File: config.mk
export PLATFORM = sky130hd
export DESIGN_NAME = ufm_sequencer
export DESIGN_NICKNAME = d
export VERILOG_FILES = /design/src/rtl/ufm_sequencer.sv
export SDC_FILE = /design/constraint.sdc
export NUM_CORES = 2
export LEC_CHECK = 0
export BUFFER_PORTS_ARGS = -buffer_cell sky130_fd_sc_hd__buf_2
export CORE_MARGIN = 8
export CORE_UTILIZATION = 50
export CTS_BUF_LIST = sky130_fd_sc_hd__clkbuf_4 sky130_fd_sc_hd__clkbuf_8 sky130_fd_sc_hd__clkbuf_16
export CTS_CLUSTER_DIAMETER = 80
export DETAILED_ROUTE_END_ITERATION = 10
export GPL_TIMING_DRIVEN = 0
export HOLD_SLACK_MARGIN = 0.06
export PLACE_DENSITY_LB_ADDON = 0.1
export SETUP_SLACK_MARGIN = 0.3
export SLEW_MARGIN = 0
export SYNTH_ARGS = -nofsm -noshare
export SYNTH_HDL_FRONTEND = slang
export SYNTH_SLANG_ARGS = --single-unit
export TNS_END_PERCENT = 1
File: constraint.sdc
create_clock -name clk -period 4.35 [get_ports clk]
set_input_delay 1.0875 -clock clk [delete_from_list [all_inputs] [get_ports clk]]
set_output_delay 1.0875 -clock clk [all_outputs]
set_load 0.02 [all_outputs]
File: src/rtl/ufm_sequencer.sv
// Job controller for one user_functional_module: buffers an input block, drives
// LOAD, captures SAVE, drains results with backpressure, and guards every phase.
module ufm_sequencer #(
  parameter int unsigned N_WORDS = 64,
  parameter int unsigned DATA_W  = 32,
  parameter int unsigned TIMEOUT = 1024
) (
  input  logic              clk,
  input  logic              rst,
  input  logic              job_start,
  output logic              job_busy,
  output logic              job_done,
  output logic              job_error,
  input  logic [DATA_W-1:0] s_data,
  input  logic              s_valid,
  output logic              s_ready,
  output logic [DATA_W-1:0] m_data,
  output logic              m_valid,
  input  logic              m_ready,
  output logic              m_last,
  output logic              ufm_start,
  output logic [7:0]        ufm_data_in_addr,
  output logic [DATA_W-1:0] ufm_data_in,
  input  logic [7:0]        ufm_data_out_addr,
  input  logic [DATA_W-1:0] ufm_data_out,
  input  logic [3:0]        ufm_state
);
  localparam int unsigned AW = $clog2(N_WORDS);
  localparam int unsigned CW = AW + 1;
  localparam logic [CW-1:0] LAST = CW'(N_WORDS - 1);
  localparam logic [CW-1:0] FULL = CW'(N_WORDS);
  localparam logic [15:0]   WD_LIMIT = 16'(TIMEOUT - 1);

  localparam logic [3:0] U_IDLE = 4'd0;
  localparam logic [3:0] U_LOAD = 4'd1;
  localparam logic [3:0] U_SAVE = 4'd3;
  localparam logic [3:0] U_DONE = 4'd4;

  typedef enum logic [3:0] {
    S_IDLE, S_FILL, S_KICK, S_LOAD, S_WAIT, S_CAPT, S_RELEASE, S_DRAIN, S_ERR
  } state_t;

  state_t        state_q, state_d;
  logic [CW-1:0] wr_cnt_q, wr_cnt_d;
  logic [CW-1:0] ld_cnt_q, ld_cnt_d;
  logic [CW-1:0] cap_cnt_q, cap_cnt_d;
  logic [CW-1:0] rd_cnt_q, rd_cnt_d;
  logic [15:0]   wd_q, wd_d;
  logic [3:0]    ufm_state_q;
  logic          ufm_start_q, ufm_start_d;
  logic          done_q, done_d;

  logic [DATA_W-1:0] inbuf  [N_WORDS];
  logic [DATA_W-1:0] outbuf [N_WORDS];

  logic s_fire, m_fire, cap_en, wd_active;

  always_comb begin
    s_ready          = (state_q == S_FILL);
    m_valid          = (state_q == S_DRAIN);
    m_last           = m_valid && (rd_cnt_q == LAST);
    m_data           = m_valid ? outbuf[rd_cnt_q[AW-1:0]] : '0;
    ufm_data_in      = inbuf[ld_cnt_q[AW-1:0]];
    ufm_data_in_addr = 8'(ld_cnt_q);
    ufm_start        = ufm_start_q;
    job_busy         = (state_q != S_IDLE) && (state_q != S_ERR);
    job_error        = (state_q == S_ERR);
    job_done         = done_q;
    s_fire           = s_ready && s_valid;
    m_fire           = m_valid && m_ready;
    // The first SAVE word arrives while still in S_WAIT, so capture covers both states.
    cap_en           = ((state_q == S_WAIT) || (state_q == S_CAPT)) &&
                       (ufm_state == U_SAVE) && (ufm_data_out_addr < 8'(N_WORDS));
    wd_active        = (state_q == S_KICK) || (state_q == S_LOAD) || (state_q == S_WAIT) ||
                       (state_q == S_CAPT) || (state_q == S_RELEASE);
  end

  always_comb begin
    state_d     = state_q;
    wr_cnt_d    = wr_cnt_q;
    ld_cnt_d    = ld_cnt_q;
    cap_cnt_d   = cap_cnt_q;
    rd_cnt_d    = rd_cnt_q;
    ufm_start_d = ufm_start_q;
    done_d      = 1'b0;
    wd_d        = '0;

    case (state_q)
      S_IDLE: begin
        wr_cnt_d  = '0;
        ld_cnt_d  = '0;
        cap_cnt_d = '0;
        rd_cnt_d  = '0;
        if (job_start) state_d = S_FILL;
      end
      S_FILL: begin
        if (s_fire) begin
          wr_cnt_d = wr_cnt_q + 1'b1;
          if (wr_cnt_q == LAST) begin
            state_d     = S_KICK;
            ld_cnt_d    = '0;
            ufm_start_d = 1'b1;
          end
        end
      end
      // The module's first LOAD cycle is observed here, so it already consumes word 0.
      S_KICK: begin
        if (ufm_state == U_LOAD) begin
          ld_cnt_d = ld_cnt_q + 1'b1;
          state_d  = S_LOAD;
        end
      end
      S_LOAD: begin
        if (ufm_state == U_LOAD) begin
          ld_cnt_d = ld_cnt_q + 1'b1;
          if (ld_cnt_q == LAST) state_d = S_WAIT;
        end
      end
      S_WAIT: begin
        if (ufm_state == U_SAVE) state_d = S_CAPT;
      end
      S_CAPT: begin
        if (ufm_state != U_SAVE) state_d = (cap_cnt_q == FULL) ? S_RELEASE : S_ERR;
      end
      S_RELEASE: begin
        if (ufm_state == U_DONE) ufm_start_d = 1'b0;
        if ((ufm_state == U_IDLE) && !ufm_start_q) state_d = S_DRAIN;
      end
      S_DRAIN: begin
        if (m_fire) begin
          rd_cnt_d = rd_cnt_q + 1'b1;
          if (m_last) begin
            state_d = S_IDLE;
            done_d  = 1'b1;
          end
        end
      end
      S_ERR: begin
        if (job_start) state_d = S_IDLE;
      end
      default: state_d = S_IDLE;
    endcase

    if (cap_en) cap_cnt_d = cap_cnt_q + 1'b1;

    if (wd_active && (wd_q == WD_LIMIT)) state_d = S_ERR;

    if ((state_d != state_q) || (ufm_state != ufm_state_q)) wd_d = '0;
    else if (wd_active) wd_d = wd_q + 16'd1;

    if ((state_d == S_IDLE) || (state_d == S_FILL) || (state_d == S_DRAIN) || (state_d == S_ERR))
      ufm_start_d = 1'b0;
  end

  always_ff @(posedge clk or posedge rst) begin
    if (rst) begin
      state_q     <= S_IDLE;
      wr_cnt_q    <= '0;
      ld_cnt_q    <= '0;
      cap_cnt_q   <= '0;
      rd_cnt_q    <= '0;
      wd_q        <= '0;
      ufm_state_q <= '0;
      ufm_start_q <= 1'b0;
      done_q      <= 1'b0;
    end else begin
      state_q     <= state_d;
      wr_cnt_q    <= wr_cnt_d;
      ld_cnt_q    <= ld_cnt_d;
      cap_cnt_q   <= cap_cnt_d;
      rd_cnt_q    <= rd_cnt_d;
      wd_q        <= wd_d;
      ufm_state_q <= ufm_state;
      ufm_start_q <= ufm_start_d;
      done_q      <= done_d;
    end
  end

  always_ff @(posedge clk) begin
    if (s_fire) inbuf[wr_cnt_q[AW-1:0]] <= s_data;
  end

  always_ff @(posedge clk) begin
    if (cap_en) outbuf[ufm_data_out_addr[AW-1:0]] <= ufm_data_out;
  end

endmodule

# --- Word level (Yosys, flattened, before mapping) ---
# Memories as Yosys holds them, arrays and structs flattened.
# Index checks and enable logic that the tools add are counted.
word_totals:
  word_cells: 119
  register_bits: 54
  mem_count: 2
  ram_bits: 4096
op_classes:
  n_lt_le_gt_ge: 1
  reduce_logical: 32
  eq_ne: 30
  mux: 40
  add_sub_neg: 5
memory_table:
  columns: ["memory", "depth", "width", "rd", "rd_clocked_by_memory_dff", "write_ports", "line_no", "source"]
  rows:
  - ["inbuf", 64, 32, 1, 0, 1, "53", "logic [DATA_W-1:0] inbuf [N_WORDS];"]
  - ["outbuf", 64, 32, 1, 0, 1, "54", "logic [DATA_W-1:0] outbuf [N_WORDS];"]
op_table:
  columns: ["cell", "n"]
  rows:
  - ["4-bit 2-to-1 mux", 14]
  - ["7-bit 2-to-1 mux", 7]
  - ["4-bit case mux with 9 select lines", 1]
  - ["16-bit 2-to-1 mux", 2]
  - ["32-bit 2-to-1 mux", 1]
  - ["7-bit by 1-bit adder with 7-bit output (second input constant)", 4]
  - ["7-bit case mux with 2 select lines", 2]
  - ["4-bit by 3-bit == test with 1-bit output (second input constant)", 6]
  - ["7-bit by 6-bit == test with 1-bit output (second input constant)", 3]
  - ["7-bit case mux with 3 select lines", 1]
  - ["16-bit by 1-bit adder with 16-bit output (second input constant)", 1]
  - ["16-bit by 10-bit == test with 1-bit output (second input constant)", 1]
  - ["4-bit by 1-bit == test with 1-bit output (second input constant)", 3]
  - ["4-bit by 2-bit == test with 1-bit output (second input constant)", 3]
  - ["4-bit logical NOT", 3]
  - ["1-bit 2-to-1 mux", 11]
  - ["1-bit logical OR", 9]
  - ["3-bit by 1-bit != test with 1-bit output (second input constant)", 3]
  - ["4-bit == test (second input constant)", 2]
  - ["1-bit logical AND", 8]
  - ["8-bit by 7-bit < comparator with 1-bit output (second input constant)", 1]
  - ["2-bit by 1-bit != test with 1-bit output (second input constant)", 4]
  - ["4-bit != test", 2]
  - ["4-bit AND reduction", 2]
  - ["10 further kinds", 14]

# --- Depth between registers and ports, before layout ---
depth:
  depth_word: 13
  depth_mapped: 10
  ltp_nobuf: 8

# --- Worst setup path after synthesis ---
# No wires, ideal clock.
synth_path:
  path_kind: "input to register"
  from: "input port ufm_state[3]"
  to: "memory outbuf[61][0], enable pin"
  n_path_buf: 1
  setup_ns: 0.421
  arrival_time_ns: 3.899
  cell_stages: 6
  required_ns: 3.929
  setup_slack_ns: 0.030
  cell_sequence: "or4bb_1 > nor2_1 > and3_1 > clkbuf_1 > nand4b_1 > nor2_1"
synth_between:
  elab_chain_len: 5
synth_lines:
  columns: ["item", "line_no", "source"]
  rows:
  - ["from (decl)", "26", "input logic [3:0] ufm_state"]
  - ["4-bit by 2-bit == test with 1-bit output", "73", "(ufm_state == U_SAVE) && (ufm_data_out_addr < 8'(N_WORDS));"]
  - ["1-bit logical AND", "72", "cap_en = ((state_q == S_WAIT) || (state_q == S_CAPT)) &&"]
  - ["1-bit logical AND", "73", null]
  - ["1-bit 2-to-1 mux", "184", "if (cap_en) outbuf[ufm_data_out_addr[AW-1:0]] <= ufm_data_out;"]
  - ["1-bit 2-to-1 mux (not written as such)", "184", null]
  - ["to (decl)", "54", null]
# No other way between the ends.

# --- Worst setup path after layout ---
layout_path:
  from: "register rd_cnt_q[0]"
  to: "output port m_data[18]"
layout_between:
  elab_chain_len: 2
layout_lines:
  columns: ["item", "line_no", "source"]
  rows:
  - ["from (decl)", "47", "logic [CW-1:0] rd_cnt_q, rd_cnt_d;"]
  - ["from (signal assigned)", "171", "rd_cnt_q <= rd_cnt_d;"]
  - ["memory 64 x 32 bit", null, null]
  - ["32-bit 2-to-1 mux", "62", "m_data = m_valid ? outbuf[rd_cnt_q[AW-1:0]] : '0;"]
  - ["to (decl)", "17", "output logic [DATA_W-1:0] m_data,"]
# No other way between the ends.

==> impl_metrics.yaml <==
clock_tree:
  clk_path_buf_depth: 4
  cts-htree-levels: 5
  cts.sinks: 4150
  cts_tree: "done"
  cts_made_buffers: 424
  hold_buffers: 0
  clk_latency_ns: 0.94
  cts_root_buf: "clkbuf_16"
  clkTransAtPathRegs_ns: 0.06
grt:
  grt_usage: 0.268
  grt_max_degree: 65
  grt_pass1_wl_um: 631000
  overflow: 0
  antenna_found_initial: 20
  grt_pass1_vias: 77800
sta:
  finalSetupViolations: 65
  fin_skew_ns: 0.0352
  fin_crit_ns: 5.21
  min_period_over_period: 1.20
  fmax_mhz: 192
  fin_ws_ns: -0.861
  max_slew_margin: 0.0541
  hold_violations: 0
  worstMarginPinSlew_ns: 1.42
  rsz0062_at_grt: "true"
  final.setup.tns_ns: -40.64
  slew_violations: 0
synth:
  synth_fp_nets: 6738
  synth_seq_cells: 4150
  synthAdderAreaFrac: 0.000472
  ys_seq_area_frac: 0.783
  synth_top_family_by_area: "multiplexers"
  yosysWarnings: 0
  synthXorXnorAreaFrac: 0.00149
  synth_compound_area_frac: 0.0124
  synth_cells: 6651
  ys.flop_type: "edfxtp_1"
  synth_area_per_cell_sq_um: 23.9
  ys_types: 66
  syn-cell-area_sq_mm: 0.159
  synth_edf_count: 4096
  synthMuxAreaShare: 0.179
  ys_async_sr_fraction: 0.0130
  synthSimpleGateAreaFrac: 0.0146
power:
  sequentialPowerShare: 0.505
  switching_share: 0.225
  p_switching_uw: 19800
  irDropWorstVdd_v: 0.000497
  power_frac_comb: 0.088
  p_leak_uw: 0.0576
  p_int_uw: 68100
  clkPwrFrac: 0.408
  p_per_area_mw_per_mm2: 466
  p_total_uw: 87900
finish:
  area_delta_synth_final_pct: 18.7
  finalNonFillerCells: 12100
  nets: 7620
  postLayoutCellArea_sq_mm: 0.189
  nFillCells: 22200
  final_layout_size_suffix_gt1_frac: 0.382
routing:
  ant_nets: 0
  wl_met2_um: 231000
  met1Wirelength_um: 172000
  wl_met3_um: 35000
  num_vias: 77100
  drc: 0
  drtIter0Drc: 9793
  first_pass_iters: 5
  wirelength_um: 459000
  vias_per_cell: 6.38
  wl_per_cell_um: 38.0
  top_layer_used: "met5"
place:
  placed_cell_area_sq_mm: 0.169
  portBuffers: 152
  gp_congestion: 0.897
  dp_hpwl_um: 293000
  placed_cells: 11100
outcome:
  status: "finished, violations left"
  failed_checks: "negative setup slack"
job:
  maxCapViolCount: 0
critical_path:
  crit_arrival_ns: 4.12
  crit_type: "flop to output port"
  crit_path_max_fanout: 7
  cp-end-kind: "output port"
  worst_r2r_path_depth: 8
  cp-start-kind: "flop"
  worstPathRequired_ns: 3.26
min_path:
  hp-class: "input port to asynchronous set/reset pin"
floorplan:
  coreArea_sq_mm: 0.317
  die_w_um: 580
  row_count: 207
  die_h_um: 580
  start_util: 0.501
  io_pins: 160
  fp.dieArea_sq_mm: 0.336
==> cell type report <==
type                       instances  area (sq um)  share of cell area
sequential                      4150        124000               0.659
multi-input combinational       2130         35200               0.187
clock buffer                     507         11300              0.0599
timing repair buffer             456          6050              0.0321
tap                             4180          5230              0.0277
buffer                           357          4000              0.0212
clock inverter                   265          2340              0.0124
inverter                          14          52.6            0.000279
antenna                           17          42.5            0.000226
==> state kept, by name, summed over array words and instances, names as in the netlist, 7 cells and up <==
name,flops
cap_cnt_q,7
inbuf,2048
ld_cnt_q,7
outbuf,2048
rd_cnt_q,7
wd_q,16
wr_cnt_q,7
==> cells in the final DEF, fill, tap and decap left out, types with 13 or more instances in the layout <==
cell / synthesis / routed
xnor2_1: 14 / 14
edfxtp_1: 4096 / 4096
nor2b_1: 59 / 50
xor2_1: 13 / 13
nand2_1: 87 / 60
a22oi_1: 53 / 24
a22o_1: 17 / 15
clkinv_2: 0 / 79
diode_2: 0 / 17
clkbuf_2: 3 / 41
nand2_2: 0 / 24
a21oi_2: 1 / 23
clkinv_1: 0 / 115
buf_6: 1 / 97
a211oi_1: 30 / 17
clkbuf_4: 0 / 141
nor2_1: 183 / 52
buf_16: 0 / 57
buf_8: 0 / 26
nand3_1: 32 / 30
nor2_4: 0 / 129
clkbuf_8: 0 / 30
dfrtp_1: 54 / 52
buf_12: 0 / 188
clkbuf_16: 0 / 443
clkbuf_1: 178 / 40
o21ai_4: 0 / 15
mux2_2: 28 / 28
mux4_2: 1202 / 1202
a21oi_4: 0 / 15
buf_4: 5 / 136
a21oi_1: 81 / 44
buf_2: 124 / 115
o21ai_0: 74 / 39
bufinv_16: 0 / 35
mux2i_1: 98 / 75
a22oi_2: 0 / 29
==> final timing paths <==
| path | startpoint | end | slack, ns |
|---|---|---|---|
| worst min register to register | wd_q[0] | wd_q[0] | 0.49 |
| worst max-delay path | rd_cnt_q[0] | m_data[18] | -0.86 |
| worst max register to register | state_q[1] | outbuf[39][20] | 0.30 |
| worst min-delay path | rst | ufm_state_q[1] | 0.28 |
| min in group clk | ufm_state[0] | ufm_state_q[0] | 0.32 |
| max in group asynchronous | rst | cap_cnt_q[6] | 3.45 |
==> routing by layer <==
| metal | vias to the layer above | GRT usage |
|---|---|---|
| met4 | 12 | 0.106 |
| met2 | 3672 | 0.453 |
| li1 | 30500 | - |
| met5 | - | 0 |
| met1 | 42100 | 0.351 |
| met3 | 754 | 0.0453 |
==> power groups by stage <==
stage	logic (uW)	registers, uW	clock network [uW]
detailed placement	6620	45200	0
CTS	7640	44400	36300
floorplan	3570	45200	0
global route	8000	44400	37700
finish	7700	44400	35800
global placement	6240	45200	0
==> metrics by stage <==
step / utilization / setup slack (ns) / hold WS [ns]
floorplan: - / 0.0302 / 0.449
global placement: 0.520 / -3.96 / 0.479
detailed placement: 0.533 / -2.28 / 0.489
CTS: 0.590 / -0.868 / 0.229
global route: 0.595 / -0.850 / 0.310
finish: 0.595 / -0.861 / 0.276
==> cell families (layout without fill, tap and decap cells) <==
kind of cell    count (synthesis)  count (layout)
fa+ha+maj                       6               6
flops                        4150            4150
buf+inv                       371            1599
simple gates                  463             463
compound gates                305             305
xor+xnor                       27              27
mux                          1328            1328
other cells                     1              18
==> cell usage after synthesis (all sizes together), types with 4 or more instances <==
master | n | area [sq um]
nor2b | 59 | 369
o22ai | 7 | 43.8
a22o | 17 | 149
mux4 | 1202 | 27100
dfrtp | 54 | 1350
clkbuf | 181 | 683
a211oi | 30 | 225
a221o | 7 | 70.1
ha | 6 | 75.1
nand2b | 6 | 37.5
buf | 176 | 842
or2 | 4 | 25.0
nand3b | 11 | 82.6
and2 | 9 | 56.3
inv | 14 | 52.6
or3 | 4 | 25.0
nor3 | 23 | 171
nand3 | 32 | 160
a21oi | 82 | 414
mux2 | 28 | 315
xor2 | 13 | 114
nand2 | 87 | 327
nor4 | 7 | 43.8
edfxtp | 4096 | 123000
o221ai | 8 | 70.1
xnor2 | 14 | 123
and3 | 10 | 62.6
o21ai | 74 | 370
nand4 | 7 | 50.1
o31ai | 5 | 42.5
a221oi | 7 | 61.3
a22oi | 53 | 398
nand4b | 4 | 35.0
nor2 | 183 | 687
mux2i | 98 | 981
==> critical path, cell delays in order, from the launching register on <==
cell and delay, ns:
dfrtp_1 0.39, clkbuf_16 0.20, buf_16 0.17, buf_16 0.17
buf_4 0.14, buf_16 0.13, mux4_2 0.49, mux4_2 0.52
a21oi_4 0.56, o21ai_2 0.18, buf_6 0.18
==> what timing repair did <==
action                                  in CTS  in global routing
pin swaps                                   47                 41
gates cloned                                12                  4
setup buffers                               78                 59
resized for setup                         1078                195
endpoints found under the setup margin    2100               2123
Note: power is estimated with default switching activity, not from simulation.
